==> src/rtl/booth_mult_seq.sv <==
// Sequential radix-4 Booth signed multiplier: one Booth step per clock, WIDTH/2 steps per product.
// A start pulse loads the operands in any state, so a new start aborts the operation in flight.
module booth_mult_seq #(
  parameter int WIDTH = 32
) (
  input  logic             clock,
  input  logic             reset,
  input  logic             ctrl_MULT,
  input  logic [WIDTH-1:0] data_operandA,
  input  logic [WIDTH-1:0] data_operandB,
  output logic [WIDTH-1:0] data_result,
  output logic             data_exception,
  output logic             data_resultRDY,
  output logic             busy
);

  localparam int PW = 2 * WIDTH + 3;
  localparam int AW = WIDTH + 2;
  localparam int CW = $clog2(WIDTH / 2) + 1;
  localparam logic [CW-1:0] LAST_STEP = CW'(WIDTH / 2);

  typedef enum logic [1:0] {
    IDLE = 2'd0,
    RUN  = 2'd1,
    DONE = 2'd2
  } state_t;

  state_t          state;
  state_t          state_next;
  logic [WIDTH-1:0] m_reg;
  logic [PW-1:0]    p_reg;
  logic [CW-1:0]    count;
  logic [CW-1:0]    count_inc;
  logic             last_step;
  logic             rdy_next;

  logic             do_shift;
  logic             do_add;
  logic             do_sub;
  logic [AW-1:0]    m_ext;
  logic [AW-1:0]    m_sel;
  logic [AW-1:0]    addend;
  logic [AW-1:0]    acc_sum;
  logic signed [PW-1:0] p_sum;
  logic [PW-1:0]    p_step;

  // Booth group P[2:0] decoded to {shift, add, sub}; shift selects 2M over M.
  always_comb begin
    do_shift = 1'b0;
    do_add   = 1'b0;
    do_sub   = 1'b0;
    case (p_reg[2:0])
      3'b001, 3'b010: do_add = 1'b1;
      3'b011: begin do_shift = 1'b1; do_add = 1'b1; end
      3'b100: begin do_shift = 1'b1; do_sub = 1'b1; end
      3'b101, 3'b110: do_sub = 1'b1;
      default: ;
    endcase
  end

  // The accumulator is two bits wider than the operand so 2*(most-negative M) does not wrap.
  always_comb begin
    m_ext   = {{2{m_reg[WIDTH-1]}}, m_reg};
    m_sel   = do_shift ? {m_ext[AW-2:0], 1'b0} : m_ext;
    addend  = do_add ? m_sel : (do_sub ? (~m_sel + 1'b1) : '0);
    acc_sum = p_reg[PW-1:WIDTH+1] + addend;
    p_sum   = {acc_sum, p_reg[WIDTH:0]};
    p_step  = p_sum >>> 2;
  end

  assign count_inc = count + 1'b1;
  assign last_step = (count_inc == LAST_STEP);

  always_comb begin
    state_next = state;
    rdy_next   = 1'b0;
    if (ctrl_MULT) begin
      state_next = RUN;
    end else begin
      case (state)
        RUN: begin
          if (last_step) begin
            state_next = DONE;
            rdy_next   = 1'b1;
          end
        end
        DONE:    state_next = IDLE;
        default: state_next = state;
      endcase
    end
  end

  always_ff @(posedge clock or posedge reset) begin
    if (reset) begin
      state          <= IDLE;
      data_resultRDY <= 1'b0;
    end else begin
      state          <= state_next;
      data_resultRDY <= rdy_next;
    end
  end

  always_ff @(posedge clock or posedge reset) begin
    if (reset) begin
      m_reg <= '0;
      p_reg <= '0;
      count <= '0;
    end else if (ctrl_MULT) begin
      m_reg <= data_operandA;
      p_reg <= {{AW{1'b0}}, data_operandB, 1'b0};
      count <= '0;
    end else if (state == RUN) begin
      p_reg <= p_step;
      count <= count_inc;
    end
  end

  // Product sits in P[2*WIDTH:1]; overflow when the upper bits are not a sign extension of bit WIDTH.
  assign data_result    = p_reg[WIDTH:1];
  assign data_exception = ~((&p_reg[PW-1:WIDTH]) | ~(|p_reg[PW-1:WIDTH]));
  assign busy           = (state == RUN);

endmodule

==> config.mk <==
export PLATFORM = sky130hd
export DESIGN_NAME = booth_mult_seq
export DESIGN_NICKNAME = d
export VERILOG_FILES = /design/src/rtl/booth_mult_seq.sv
export SDC_FILE = /design/constraint.sdc
export NUM_CORES = 1
export LEC_CHECK = 0
export BUFFER_PORTS_ARGS = -buffer_cell sky130_fd_sc_hd__clkbuf_2
export CELL_PAD_IN_SITES_DETAIL_PLACEMENT = 1
export CELL_PAD_IN_SITES_GLOBAL_PLACEMENT = 1
export CORE_AREA = 2 2 135 137
export CTS_CLUSTER_DIAMETER = 200
export DETAILED_ROUTE_END_ITERATION = 6
export DIE_AREA = 0 0 137 139
export GPL_ROUTABILITY_DRIVEN = 0
export PLACE_DENSITY = 0.92
export SLEW_MARGIN = 20
export SYNTH_ARGS = -nofsm -noshare
export SYNTH_HDL_FRONTEND = slang
export SYNTH_SLANG_ARGS = --single-unit
==> constraint.sdc <==
create_clock -name clock -period 10.3 [get_ports clock]
set_input_delay 2.06 -clock clock [delete_from_list [all_inputs] [get_ports clock]]
set_output_delay 2.06 -clock clock [all_outputs]
set_load 0.02 [all_outputs]
Word-level counts from Yosys, hierarchy flattened
Cells that the tools add are included.

storage, ports and cells
  input bits = 67
  output and inout port bits = 35
  bits in registers = 107

cells by class
  reductions and logical operators = 8
  equality and inequality tests = 10
  mux-type cells = 16
  bitwise logic cells = 4
  $add $sub $neg = 3

operators with widths
  operator                 count
  $mux W67                 2
  $mux W34                 2
  $reduce_and A35 Y1       1
  $reduce_or A35 Y1        1
  $add A34 B1 Y34 const B  1
  $add A34 B34 Y34         1
  $not A34 Y34             1
  $mux W32                 1
  $mux W5                  2
  $eq A3 B3 Y1 const B     3
  $eq A3 B2 Y1 const B     2
  $mux W1                  6
  $reduce_or A3 Y1         2
  $add A5 B1 Y5 const B    1
  $eq A5 B5 Y1 const B     1
  $mux W2                  2
  $pmux W2 S2              1
  $eq A3 B1 Y1 const B     1
  $ne A3 B2 Y1 const B     1
  $reduce_bool A3 Y1       1
  $eq A2 B1 Y1 const B     1
  $eq A2 B2 Y1 const B     1
  $not A1 Y1               2
  $reduce_and A2 Y1        1
  3 further kinds          3

Depth between registers and ports, before layout
  depth in word-level cells = 11
  mapped depth = 22
  depth with buffers taken out = 20

Worst setup path after synthesis
OpenSTA, ideal clock, no wires.

  path type = reg2reg
  start point = reg p_reg[2]
  end point = reg p_reg[65]
  slack = 5.090 ns
  library setup time = 0.128 ns
  buffers on the path = 2
  stages on the path, launching flop included = 23
  arrival = 5.082 ns
  cell sequence = dfrtp_1 -> clkbuf_1 -> and3b_1 -> nor2_1 -> clkbuf_1 -> mux2i_1 -> ha_1 -> nand4_2 -> nor4b_4 -> nand3_1 -> nand2_1 -> xor2_1 -> o21ai_0 -> ha_1 -> and3_1 -> and3_1 -> and4_1 -> a31o_1 -> a41oi_2 -> a21oi_1 -> or4b_1 -> a31oi_1 -> mux2_1

between the ends
  longest elaborated chain between the ends = 11

ends and longest elaborated chain
  element                                       RTL line  RTL
  from (decl)                                   31        logic [PW-1:0] p_reg;
  from (signal assigned)                        110       p_reg <= {{AW{1'b0}}, data_operandB, 1'b0};
  from (signal assigned)                        113       p_reg <= p_step;
  $eq A3 B3 Y1 or $eq A3 B2 Y1 (tied branches)  52        case (p_reg[2:0])
  $reduce_or A2 Y1 (no line)                    --
  $mux W1                                       52
  $mux W32                                      64        m_sel = do_shift ? {m_ext[AW-2:0], 1'b0} : m_ext;
  $not A34 Y34                                  65        addend = do_add ? m_sel : (do_sub ? (~m_sel + 1'b1) : '0);
  $add A34 B1 Y34                               65
  $mux W34                                      65
  $mux W34 (*)                                  65
  $add A34 B34 Y34 (*)                          66        acc_sum = p_reg[PW-1:WIDTH+1] + addend;
  $mux W67 (*)                                  112       end else if (state == RUN) begin
  $mux W67 (*)                                  108       end else if (ctrl_MULT) begin

Every way passes the cells marked *; elsewhere a longest branch is shown, timed or not. The select of a mux whose other input is x is not followed.
A chain may end at the register's enable or synchronous reset.

Final worst setup path
Ends and elaborated chain as after synthesis.

==> run summary <==
The run finished with clean final reports. The final count of pins violating max slew is 0. After clock tree synthesis, the clock-pin slew on the worst setup and hold paths is 0.09 ns. The number of nets in the synthesized netlist came out at 1133. The die extent in y came out at 139 um. The leakage power is 3.965 nW.

The clock tree from TritonCTS is done. In this run the critical register-to-register path is captured at p_reg[65]. The setup TNS came out at 0 ns.

The fraction of final layout cells with drive strength greater than 1 is 0.1703. The synthesized design contains 0 enable-type register cells. The final layout contains 1143 nets. The final setup violation count came out at 0. The slowest stage of the critical path belongs to the cell nor2_1. The most repeated cell in the gate-level netlist after synthesis is nand2_1. The count of hold-fix buffers inserted at cts came out at 0. The clock reaches the later pin of the worst-skew pair after 0.38 ns. TritonCTS created 9 clock buffers. The overall global routing resource usage came out at 0.2743. Sorting the synthesized cells by area gives the leading types as dfrtp_1, nand2_1, o21ai_0.

Between clock sinks in the finished design, the worst skew comes to 0.02190 ns. The share of total power dissipated in sequential elements is 0.348. The total net switching power is 0.8074 mW. The startpoint identified for the worst register-to-register timing path is p_reg[2]. A synthesized cell averages 8.062 um2. The floorplan step defined a die boundary enclosing 19040 um2. Summing every instance area after synthesis gives 8304 um2. Detailed placement finished with a half-perimeter wire length of 17860 um. The relative area change from synthesis to final layout is 7.503%. The arrival time reported for the critical path endpoint came out at 7.08 ns. The clock period minus final worst setup slack came out at 6.808 ns. The cell count after synthesis came out at 1030. The H-tree was split into 3 levels. The core region area came out at 17660 um2. The number of buffers added for setup after CTS is 0. The final number of hold-violating endpoints came out at 0.

The final-layout worst hold slack came out at 0.5213 ns. Using the TritonRoute via totals, the vias-per-cell ratio works out to 6.369. The internal power component is 0.9921 mW.

The highest net fanout along the worst path came out at 63. The worst setup path is captured at a flop. The max-cap check violation count is 0.

The number of antenna violations at the first check in global routing came out at 0. In the synthesized netlist, the cells that appear most often are nand2_1, o21ai_0, dfrtp_1. The count of cell types in the netlist is 68.

The first-pass GRT wire length is 42020 um. The worst stage delay on the critical path came out at 0.76 ns. Of the total power, combinational logic draws 0.444. The critical path is of the flop to flop type. The top-level port count came out at 102. The class of the tightest hold or removal check is flop to flop. The number of antenna repair diodes came out at 0. The remaining global-route overflow is 0. The count of state elements after synthesis is 105.

Traced cell by cell, the critical path runs through buf_4 -> and3b_1 -> nor2_1 -> mux2i_1 -> ha_1 -> nand4_2 -> nor4b_4 -> o211ai_1 -> o21ai_0 -> a22oi_1 -> o21ai_0 -> ha_1 -> a21oi_1 -> o21ai_1 -> o311ai_1 -> a31oi_1 -> a41oi_2 -> a21oi_1 -> or4b_1 -> a31oi_1 -> mux2_1. The total clock sinks is 105. The share of the Yosys chip area taken by registers is 0.3164. The area of the multi-input gates is 5070 um2. The sum of routed wire length over all layers is 25420 um. The number of global-route vias before repair came out at 8204. The sequential cell area is 2628 um2. Measured against its own limit, the worst slew margin works out to 0.3105.

The pre-antenna-repair detailed-routing pass consisted of 5 iterations. The startpoint identified for the worst hold timing path is state[1]. The detail route stage leaves a number of antenna-violating nets equal to 0. The count of buffers added on input and output ports is 101. Counting flops with an async set or reset pin after synthesis yields a share of 1.000. The fraction of power spent switching nets is 0.4487. Data on the critical path is required at its endpoint by 10.57 ns. Setup repair after global routing left no endpoint under its margin. The count of non-filler cells in the finished layout is 1274. The largest net degree at the start of global routing is 90. The main flop type after synthesis is dfrtp_1. The number of cells on the worst reg-to-reg path is 21. The share of the synthesized area in the top cell type came out at 0.3164.

The longest clock path from root to sink contains 2 buffers. After detailed routing, the average wire length per cell comes to 19.95 um. The number of cells upsized or downsized after cts is 0. The number of placement rows is 49.

The number of warnings printed during yosys synthesis came out at 0. The power per unit of standard cell area is 201.6 nW/um2. The ratio of final minimum period to clock period is 0.6610.

The setup slack of the most critical reg-to-reg path came out at 3.49 ns. The number of violations reported at the end of detailed-routing iteration 0 is 760. The worst setup path is launched from a flop. The actual transition at the worst max-transition pin is 1.031 ns. The maximum vdd ir drop came out at 0.1061 mV.

The register with the most flip-flops in the layout has 65 of them. Detailed routing inserted a total of 8114 vias. From left edge to right edge, the die measures 137 um. The highest clock frequency the design can meet came out at 0.1469 GHz. The worst-case hold path end point is state[1].

The cell type with the highest aggregate area in the netlist is dfrtp_1. After detailed placement, the design holds a cell count of 1258. The clock power share came out at 0.207.

CTS placed an instance of clkbuf_16 at the clock tree root. The initial core utilization is 0.4703. The number of inserted filler cells in the final layout is 2181. In the routed design, unresolved DRC markers number 0. The cell depth of the worst min-delay path came out at 1.
-- cell type report --
cell class,count,share of cell area
Multi-Input combinational cell,800,0.5679
Clock buffer,9,0.02523
Timing Repair Buffer,109,0.06363
Clock inverter,7,0.01023
Tap cell,229,0.03210
Sequential cell,105,0.2943
Inverter,15,0.006587
-- power by group through the flow --
stage	clock, mW	combinational, mW	sequential [mW]
floorplan	0	0.635	0.563
global placement	0	0.740	0.620
detailed placement	0	0.780	0.628
CTS	0.378	0.790	0.621
global route	0.396	0.890	0.639
finish	0.373	0.799	0.627
-- how the worst max path moves through the flow --
stage | slack [ns] | startpoint | end | cells after the start
3_5_place_dp | 3.72 | p_reg[2] | p_reg[65] | 21
3_3_place_gp | 4.07 | p_reg[2] | p_reg[65] | 21
2_1_floorplan | 5.09 | p_reg[2] | p_reg[65] | 22
6_report | 3.49 | p_reg[2] | p_reg[65] | 21
5_1_grt | 2.98 | p_reg[2] | p_reg[65] | 21
4_1_cts | 3.68 | p_reg[2] | p_reg[65] | 21
-- worst max-delay path, delay by kind of cell, from the launching register on --
family                   cells  cell delay, ns
multiplexers                 2            0.62
buffers and inverters        1            0.49
AO/OA/AOI/OAI               11            2.21
flip-flops                   1            0.33
adder cells (fa/ha/maj)      2            0.62
AND/OR/NAND/NOR              5            2.40
-- placed cells by master, fill, tap and decap left out, types with 7 or more instances in the layout --
cell       netlist  final
ha_1            35     35
a21o_1          17     17
clkbuf_2         0    100
nor4_1          16     16
nor3_1          17     17
mux2i_1         32     32
nand3_1         31     31
inv_1           15     13
o21ai_0        112    112
nand4_1         17     17
mux2_2          30     30
a31oi_1         13     13
a22oi_1          9      9
nor2_1          72     72
a21oi_1         75     75
nand2_1        153    153
dfrtp_1        105    105
a211oi_1         9      9
o211ai_1         7      7
buf_4           33      9
xnor2_1         13     13
o221ai_1        16     16
clkbuf_16        0      9
o21a_1           7      7
xor2_1          29     29
-- metrics by stage --
stage / power [mW] / area (um2) / util / setup slack [ns]
6_report: 1.800 / 8927 / 0.5056 / 3.492
5_1_grt: 1.925 / 8927 / 0.5056 / 2.976
4_1_cts: 1.790 / 8927 / 0.5056 / 3.675
3_5_place_dp: 1.408 / 8611 / 0.4877 / 3.717
3_3_place_gp: 1.360 / 8611 / 0.4877 / 4.066
2_1_floorplan: 1.198 / 8304 / - / 5.090
-- per-layer routing --
metal / wire length [um] / GRT usage
met3: 1322 / 0.04459
met5: 0 / 0
met1: 11210 / 0.3743
met2: 12430 / 0.4449
met4: 459 / 0.08247
-- kinds of logic after synthesis --
family          Yosys count  share of synthesized area
xor+xnor                 42                    0.04430
flops                   105                     0.3164
simple gates            359                     0.2096
fa+ha+maj                36                    0.05515
mux                      63                    0.08061
buf+inv                 125                    0.07338
compound gates          300                     0.2206
No activity file was read; power rests on OpenSTA's default activity.
